<file path="src/rtl/imem_loader_pkg.sv">
// Shared types and constants for the instruction-memory boot loader.
package imem_pkg;

  // Bytes per instruction word (DATA_W is fixed at 32).
  localparam int INSN_BYTES = 4;

  // Default byte-address width of the instruction memory.
  localparam int INS_ADDRESS_DEF = 9;

  typedef enum logic [1:0] {
    IDLE  = 2'd0,
    LOAD  = 2'd1,
    WRITE = 2'd2,
    DONE  = 2'd3
  } loader_state_t;

  // Word depth of an instruction memory with the given byte-address width.
  function automatic int imem_depth(input int ins_address);
    return 1 << (ins_address - 2);
  endfunction

  localparam int IMEM_DEPTH_DEF = imem_depth(INS_ADDRESS_DEF);

endpackage

</file>
<file path="src/rtl/imem_loader_byte_packer.sv">
// Packs an accepted byte stream little-endian into DATA_W-bit words.
// o_word_valid fires combinationally on the byte that completes a word,
// with o_word already carrying that final byte in its MSB lane.
module byte_packer
  import imem_pkg::*;
#(
  parameter int DATA_W = 32
)(
  input  logic              clk,
  input  logic              reset,
  input  logic              i_clear,
  input  logic              i_accept,
  input  logic [7:0]        i_byte,
  output logic [DATA_W-1:0] o_word,
  output logic              o_word_valid
);

  localparam int CW = $clog2(INSN_BYTES);
  localparam logic [CW-1:0] LAST = CW'(INSN_BYTES - 1);

  logic [CW-1:0]     r_cnt;
  logic [DATA_W-1:0] r_word;
  logic [DATA_W-1:0] w_merged;

  // Merge the incoming byte into its lane of the partial word.
  always_comb begin
    w_merged = r_word;
    w_merged[int'(r_cnt) * 8 +: 8] = i_byte;
  end

  assign o_word       = w_merged;
  assign o_word_valid = i_accept && (r_cnt == LAST);

  // Byte counter and partial word; advance only on accepted bytes.
  always_ff @(posedge clk or posedge reset) begin
    if (reset) begin
      r_cnt  <= '0;
      r_word <= '0;
    end else if (i_clear) begin
      r_cnt  <= '0;
      r_word <= '0;
    end else if (i_accept) begin
      r_word <= w_merged;
      r_cnt  <= (r_cnt == LAST) ? '0 : r_cnt + CW'(1);
    end
  end

endmodule

</file>
<file path="src/rtl/imem_loader.sv">
// Boot loader: fills the instruction memory from a byte stream, one
// word write per 4 bytes, stalling the CPU for the duration of the load.
module imem_loader
  import imem_pkg::*;
#(
  parameter int INS_ADDRESS = INS_ADDRESS_DEF,
  parameter int DATA_W      = 32
)(
  input  logic                   clk,
  input  logic                   reset,
  input  logic                   start,
  input  logic [INS_ADDRESS-2:0] len_words,
  input  logic                   in_valid,
  input  logic [7:0]             in_data,
  output logic                   in_ready,
  output logic                   wr_en,
  output logic [INS_ADDRESS-1:0] wr_addr,
  output logic [DATA_W-1:0]      wr_data,
  output logic                   cpu_stall,
  output logic                   done,
  output logic [DATA_W-1:0]      checksum
);

  // Length/index counters are one bit wider than the word address so a
  // full-depth load (len == depth) is representable.
  localparam int LW = INS_ADDRESS - 1;
  localparam int IW = INS_ADDRESS - 2;
  localparam logic [LW-1:0] DEPTH_L = LW'(imem_depth(INS_ADDRESS));

  loader_state_t r_state, w_next;

  logic [LW-1:0]          r_len;
  logic [LW-1:0]          r_word_idx;
  logic [LW-1:0]          w_idx_inc;
  logic [LW-1:0]          w_len_clamp;
  logic                   w_start_acc;
  logic                   w_accept;
  logic                   w_word_valid;
  logic [DATA_W-1:0]      w_word;
  logic                   r_wr_en;
  logic [INS_ADDRESS-1:0] r_wr_addr;
  logic [DATA_W-1:0]      r_wr_data;
  logic [DATA_W-1:0]      r_checksum;

  assign w_start_acc = (r_state == IDLE) && start;
  assign w_accept    = (r_state == LOAD) && in_valid;
  assign w_idx_inc   = r_word_idx + LW'(1);
  // Clamp keeps word_idx inside the memory, so the address never wraps.
  assign w_len_clamp = (len_words > DEPTH_L) ? DEPTH_L : len_words;

  byte_packer #(.DATA_W(DATA_W)) u_packer (
    .clk          (clk),
    .reset        (reset),
    .i_clear      (w_start_acc),
    .i_accept     (w_accept),
    .i_byte       (in_data),
    .o_word       (w_word),
    .o_word_valid (w_word_valid)
  );

  // State register.
  always_ff @(posedge clk or posedge reset) begin
    if (reset) r_state <= IDLE;
    else       r_state <= w_next;
  end

  // Next-state logic.
  always_comb begin
    w_next = r_state;
    case (r_state)
      IDLE:  if (start) w_next = (w_len_clamp == '0) ? DONE : LOAD;
      LOAD:  if (w_word_valid) w_next = WRITE;
      WRITE: w_next = (w_idx_inc == r_len) ? DONE : LOAD;
      DONE:  w_next = IDLE;
      default: w_next = IDLE;
    endcase
  end

  // Load bookkeeping and registered write port. The write strobe is set on
  // the cycle the last byte is accepted, so it is high exactly in WRITE.
  always_ff @(posedge clk or posedge reset) begin
    if (reset) begin
      r_len      <= '0;
      r_word_idx <= '0;
      r_wr_en    <= 1'b0;
      r_wr_addr  <= '0;
      r_wr_data  <= '0;
      r_checksum <= '0;
    end else begin
      r_wr_en <= w_word_valid;
      if (w_start_acc) begin
        r_len      <= w_len_clamp;
        r_word_idx <= '0;
        r_checksum <= '0;
      end
      if (w_word_valid) begin
        r_wr_addr <= {r_word_idx[IW-1:0], 2'b00};
        r_wr_data <= w_word;
      end
      if (r_state == WRITE) begin
        r_word_idx <= w_idx_inc;
        r_checksum <= r_checksum + r_wr_data;
      end
    end
  end

  assign in_ready  = (r_state == LOAD);
  assign cpu_stall = (r_state == LOAD) || (r_state == WRITE);
  assign done      = (r_state == DONE);
  assign wr_en     = r_wr_en;
  assign wr_addr   = r_wr_addr;
  assign wr_data   = r_wr_data;
  assign checksum  = r_checksum;

endmodule

</file>
<file path="config.mk">
export PLATFORM = sky130hd
export DESIGN_NAME = imem_loader
export DESIGN_NICKNAME = d
export VERILOG_FILES = /design/src/rtl/imem_loader_pkg.sv /design/src/rtl/imem_loader_byte_packer.sv /design/src/rtl/imem_loader.sv
export SDC_FILE = /design/constraint.sdc
export NUM_CORES = 1
export LEC_CHECK = 0
export CAP_MARGIN = 20
export CORE_ASPECT_RATIO = 1.1
export CORE_MARGIN = 1.5
export CORE_UTILIZATION = 45
export CTS_CLUSTER_DIAMETER = 30
export DETAILED_ROUTE_END_ITERATION = 12
export GPL_ROUTABILITY_DRIVEN = 0
export HOLD_SLACK_MARGIN = 0.03
export PLACE_DENSITY = 0.67
export RECOVER_POWER = 100
export SETUP_SLACK_MARGIN = 0.15
export SLEW_MARGIN = 20
export SYNTH_ARGS = -nofsm -noshare
export SYNTH_HDL_FRONTEND = slang
export SYNTH_SLANG_ARGS = --single-unit
export TNS_END_PERCENT = 50
</file>
<file path="constraint.sdc">
create_clock -name clk -period 11.7 [get_ports clk]
set_clock_uncertainty 0.05 [all_clocks]
set_input_delay 2.925 -clock clk [delete_from_list [all_inputs] [get_ports clk]]
set_output_delay 2.925 -clock clk [all_outputs]
set_load 0.1 [all_outputs]
</file>
Yosys cells after proc, flatten, opt, wreduce, memory -nomap -nowiden --
Index checks and enable logic that the tools add are counted.
Operators by class: equality and inequality tests 7, bitwise gates (word level) 0, add/subtract/negate cells 4, reductions and logical operators 9, muxes and demuxes 16, div/mod/pow operators 0, multipliers 0, shift operators 2, order comparisons 1
Operators by type and width (count):
- $mux 32 | 4
- $neg 5->33 | 1
- $shift 8x33->32 const A | 1
- $shiftx 8x33->32 | 1
- $add 32x32->32 | 1
- $bwmux 32 | 1
- $mux 8 | 3
- $mux 2 | 7
- $add 8x1->8 const B | 1
- $eq 8x8->1 | 1
- $gt 8x8->1 const B | 1
- $logic_not 8->1 | 1
- $pmux 2 s4 | 1
- $eq 2x2->1 const B | 3
- $reduce_bool 2->1 | 2
- $logic_and 1x1->1 | 3
- $add 2x1->2 const B | 1
- $eq 2x1->1 const B | 1
- $logic_not 2->1 | 1
- $ne 2x1->1 const B | 1
- $ne 2x2->1 const B | 1
- $reduce_and 2->1 | 1
- $logic_or 1x1->1 | 1
Storage, ports and cells: bits of input ports 20, memories kept 0, logic and storage cells 48, output and inout bits 77, bits in read-only memories 0, register bits 124, bits in latches 0, RAM bits 0

Longest topological paths before layout --
depth after elaboration 6, depth in mapped cells 10, depth with buffers taken out 10

Modules after synthesis --
From an unflattened synthesis, not the netlist that was laid out.
Second synthesis, totals: cells, all modules 793, area, all modules 7621.1 µm²
Modules (own cells, without submodules):
- imem_loader | seq. area each 2252.2 µm², area an instance 5621.6 µm², times used 1, cells an instance 582
- byte_packer | seq. area each 850.8 µm², area an instance 1999.4 µm², times used 1, cells an instance 211

Worst setup path after synthesis --
No wires, ideal clock.
path type register -> output, start reg r_state[1], end out in_ready, buffers on the path 0, required time 8725 ps, stages on the path, launching flop included 3, slack 7400 ps, arrival time 1325 ps, cells stage by stage dfrtp_1 inv_1 ha_1
Between the ends: cells in the longest elaborated chain, start to end 1
RTL lines:
- start: declaration | line imem_loader.sv:30 | loader_state_t r_state, w_next;
- start signal: assignment | line imem_loader.sv:64 | else r_state <= w_next;
- $eq 2x1->1 | line imem_loader.sv:107 | assign in_ready = (r_state == LOAD);
- end: declaration | line imem_loader.sv:15 | output logic in_ready,
Every way passes these cells.

Final worst setup path --
start in in_valid, end reg r_wr_addr[4] (netlist: wr_addr[4])
Between the ends: cells in the longest elaborated chain, start to end 2
RTL lines:
- start: declaration | line imem_loader.sv:13 | input logic in_valid,
- $logic_and 1x1->1 | line imem_loader.sv:46 | assign w_accept = (r_state == LOAD) && in_valid;
- $logic_and 1x1->1 | line imem_loader_byte_packer.sv:32 | assign o_word_valid = i_accept && (r_cnt == LAST);
- via u_packer.o_word_valid | line imem_loader_byte_packer.sv:15 | output logic o_word_valid
- end signal: assignment | line imem_loader.sv:97 | r_wr_addr <= {r_word_idx[IW-1:0], 2'b00};
- end: declaration | line imem_loader.sv:41 | logic [INS_ADDRESS-1:0] r_wr_addr;
The timed path passes the listed nets, and every way through them passes these cells. A chain may end at the register's enable or synchronous reset.

==> results by group <==
Outcome
  • Status: complete, but fails checks
  • Failing checks: capacitance limit, slew limit

Clock tree
  • Clock sinks: 124
  • Post_cts resized: 0
  • Clk pin slew, worst setup/hold paths: 0.06 ns
  • Root Driver: clkbuf_16
  • Worst-Skew Late Latency: about 0.43 ns
  • Setup Fix Bufs, Post-CTS: 0
  • Clock Path Buffers: 2
  • Hold-fix buffer count after cts: 0
  • CTS tree: yes
  • Num CTS Buffers: 17
  • H-tree levels: 4

Synth
  • Register area share after synthesis: 0.430
  • Area leader, netlist: dfrtp_1
  • Synth unique cells: 63
  • Post-Syn Instances: 782
  • Seq cells post-synth: ~120
  • Share of synthesized registers carrying an async set or reset: 1.00
  • Post-Syn Area: 0.00721 mm2
  • Synth Warn #: 0
  • Post-synth top flop: dfrtp_1
  • Top-area cell type share of the netlist area: 0.430
  • Main area contributors after synthesis: dfrtp_1, ha_1, nand2_1
  • Syn Area/Cell: 9.22 um2
  • Post-synth EDFFs: 0

Route
  • 1st-iter DRT viols: 463
  • Via-per-instance ratio: between 5 and 6
  • Detailed-route DRC error count: 0
  • Routed vias: 6,159
  • Routed WL: 19.7 mm
  • Routed WL per cell: about 18 um
  • DRT Pass-1 Iters: 5
  • Post-route ant nets: 0

Setup path
  • Arrival @ worst endpoint: between 6 and 7 ns
  • Worst setup EP type: flop
  • Crit path largest cell delay: 1.07 ns
  • Crit path required time: 11.96 ns
  • Worst-path maximum fanout: 65
  • WS Path Type: input port to flop
  • Critical path, cell by cell: dlygate4sd3_1 -> and2_0 -> nand2_1 -> inv_1 -> mux2_2
  • CP max-delay cell: nand2_1
  • R2r worst-path depth: 6
  • Setup crit start kind: input port

Timing
  • RSZ-0062 raised after global routing: false
  • Max_slew headroom: -0.598
  • Final Cycle Share: 0.501
  • Min cycle time layout: 5.86 ns
  • Final Max Tran Viols: 123
  • Final Setup Violations: 0
  • Worst Tran Pin Value: 2.38 ns
  • Peak Freq: 171 MHz
  • Setup TNS: 0 ns
  • Final setup margin: 5.84 ns
  • Hold Violations, Final: 0

Pwr
  • Power per cell area: ~180 mW/mm2
  • Tot Pwr: roughly 1600 uW
  • P_leak: slightly above 0.004 uW
  • Worst VDD drop: 0.108 mV

Floorplan
  • Core area: about 0.016 mm2
  • Die Span Y: 136 um
  • Die width: about 120 um
  • Initial Utilization: 0.460
  • # rows: 48
  • I/O pins: 97
  • Die area: 0.0168 mm2

Global routing
  • First-pass GRT wire length: 32.4 mm
  • Largest net degree at the start of global routing: 70
  • Vias in the first global route: 6,083
  • Number of antenna violations at the first check in global routing: 0
  • GR Overflow Total: 0
  • Total track usage: 0.250

Placement
  • Area after DPL: 0.00824 mm2
  • Dpl hpwl: approximately 14 mm
  • DP Worst Slack: 6.27 ns
  • I/O Buffers: 94

Layout
  • Antenna cell count: 0
  • FILL cells: between 1,000 and 1,500
  • Design area: between 0.008 and 0.009 mm2
  • Share of layout cells above drive strength 1: 0.0646
  • Net count, final: 918
  • Layout area overhead: 22.5%

Worst hold path
  • Worst hold path type: flop to flop
  • WHS Path Cells: 1

Run
  • Number of max-cap violations: 2
worst paths after layout:
kind / from / endpoint / slack, ns
worst max-delay path: in_valid / wr_addr[4] / 5.84
worst min-delay path: u_packer.r_word[24] / u_packer.r_word[24] / 0.44
worst max register to register: r_state[1] / wr_addr[4] / 8.12
worst min register to register: u_packer.r_word[24] / u_packer.r_word[24] / 0.44
max in group asynchronous: reset / wr_addr[7] / 6.33
min in group asynchronous: reset / u_packer.r_word[13] / 3.56
layer usage:
metal  part of all wire  vias to the layer above  GRT usage
li1                   -                     2964          -
met1               0.43                     2985      0.333
met2               0.50                      187      0.418
met3              0.048                       23     0.0425
met4              0.016                        0     0.0734
met5                  0                        -          0
power breakdown:
| part | switching [uW] | internal (uW) |
|---|---|---|
| sequential | 51.3 | 480 |
| clock | 204 | 335 |
| combinational | 387 | 137 |
| total | 642 | 952 |
logic make-up (layout without fill, tap and decap cells):
group           count (synthesis)  count (layout)  synth area share
xor+xnor                       36              36            0.0456
fa+ha+maj                      44              44            0.0774
flops                         124             124             0.430
compound gates                255             255             0.227
buf+inv                        65             149            0.0377
simple gates                  248             248             0.168
mux                             9               9            0.0137
other cells                     1               2          0.000520
final cells by class:
cell class              count  area (um2)  share of cell area
repair buffers             99         971               0.110
well taps                 200         250              0.0283
inverters                  18        68.8             0.00779
clock inverters            14         171              0.0194
multi-input cells         594        3840               0.435
flip-flops and latches    124        3100               0.351
clock buffers              18         429              0.0486
cells in the mapped netlist (all sizes together), types with 8 or more instances:
cell and n:
inv 18, nand3 15, nand3b 8, xnor2 20, and3 9, o21ai 83
clkbuf 28, a21o 9, dfrtp 124, nand2 114, nor2b 32, a21oi 71
ha 43, nor3 10, xor2 15, nand4 9, a22o 33, nor2 27
buf 19
per-stage QoR:
| stage | hold slack (ns) | utilization | std cells |
|---|---|---|---|
| floorplan | 0.408 | - | 783 |
| global placement | 0.425 | 0.526 | 1035 |
| detailed placement | 0.427 | 0.526 | 1035 |
| CTS | 0.444 | 0.564 | 1067 |
| global route | 0.452 | 0.563 | 1067 |
| finish | 0.443 | 0.563 | 1067 |
registers in the layout, summed over array words and instances (netlist names):
register	flops
r_len	8
checksum	32
u_packer.r_cnt	2
wr_addr	7
wr_en	1
wr_data	32
r_state	2
u_packer.r_word	32
r_word_idx	8
worst max-delay path, delay by kind of cell:
kind          cells  cell delay, ns
mux               1            0.40
buf+inv           2            1.27
simple gates      2            1.52
layout by cell type (no fill, tap or decap), types with 4 or more instances in the layout:
master / count
nand4_1: 9
clkbuf_16: 17
o31ai_1: 4
a211oi_1: 6
a221oi_1: 4
inv_1: 17
nor2b_1: 32
clkinv_4: 4
dlygate4sd3_1: 78
dfrtp_1: 124
o21ai_0: 80
clkdlybuf4s50_1: 16
nand3b_1: 8
nor3_1: 10
a22o_1: 33
nand2_1: 114
o211ai_1: 7
or3_1: 7
and3_1: 9
xnor2_1: 20
nand3_1: 15
a21oi_1: 67
o22ai_1: 5
xor2_1: 15
a21o_1: 9
nor2_1: 27
mux2_2: 7
ha_1: 43
(Power assumes the default switching activity.)
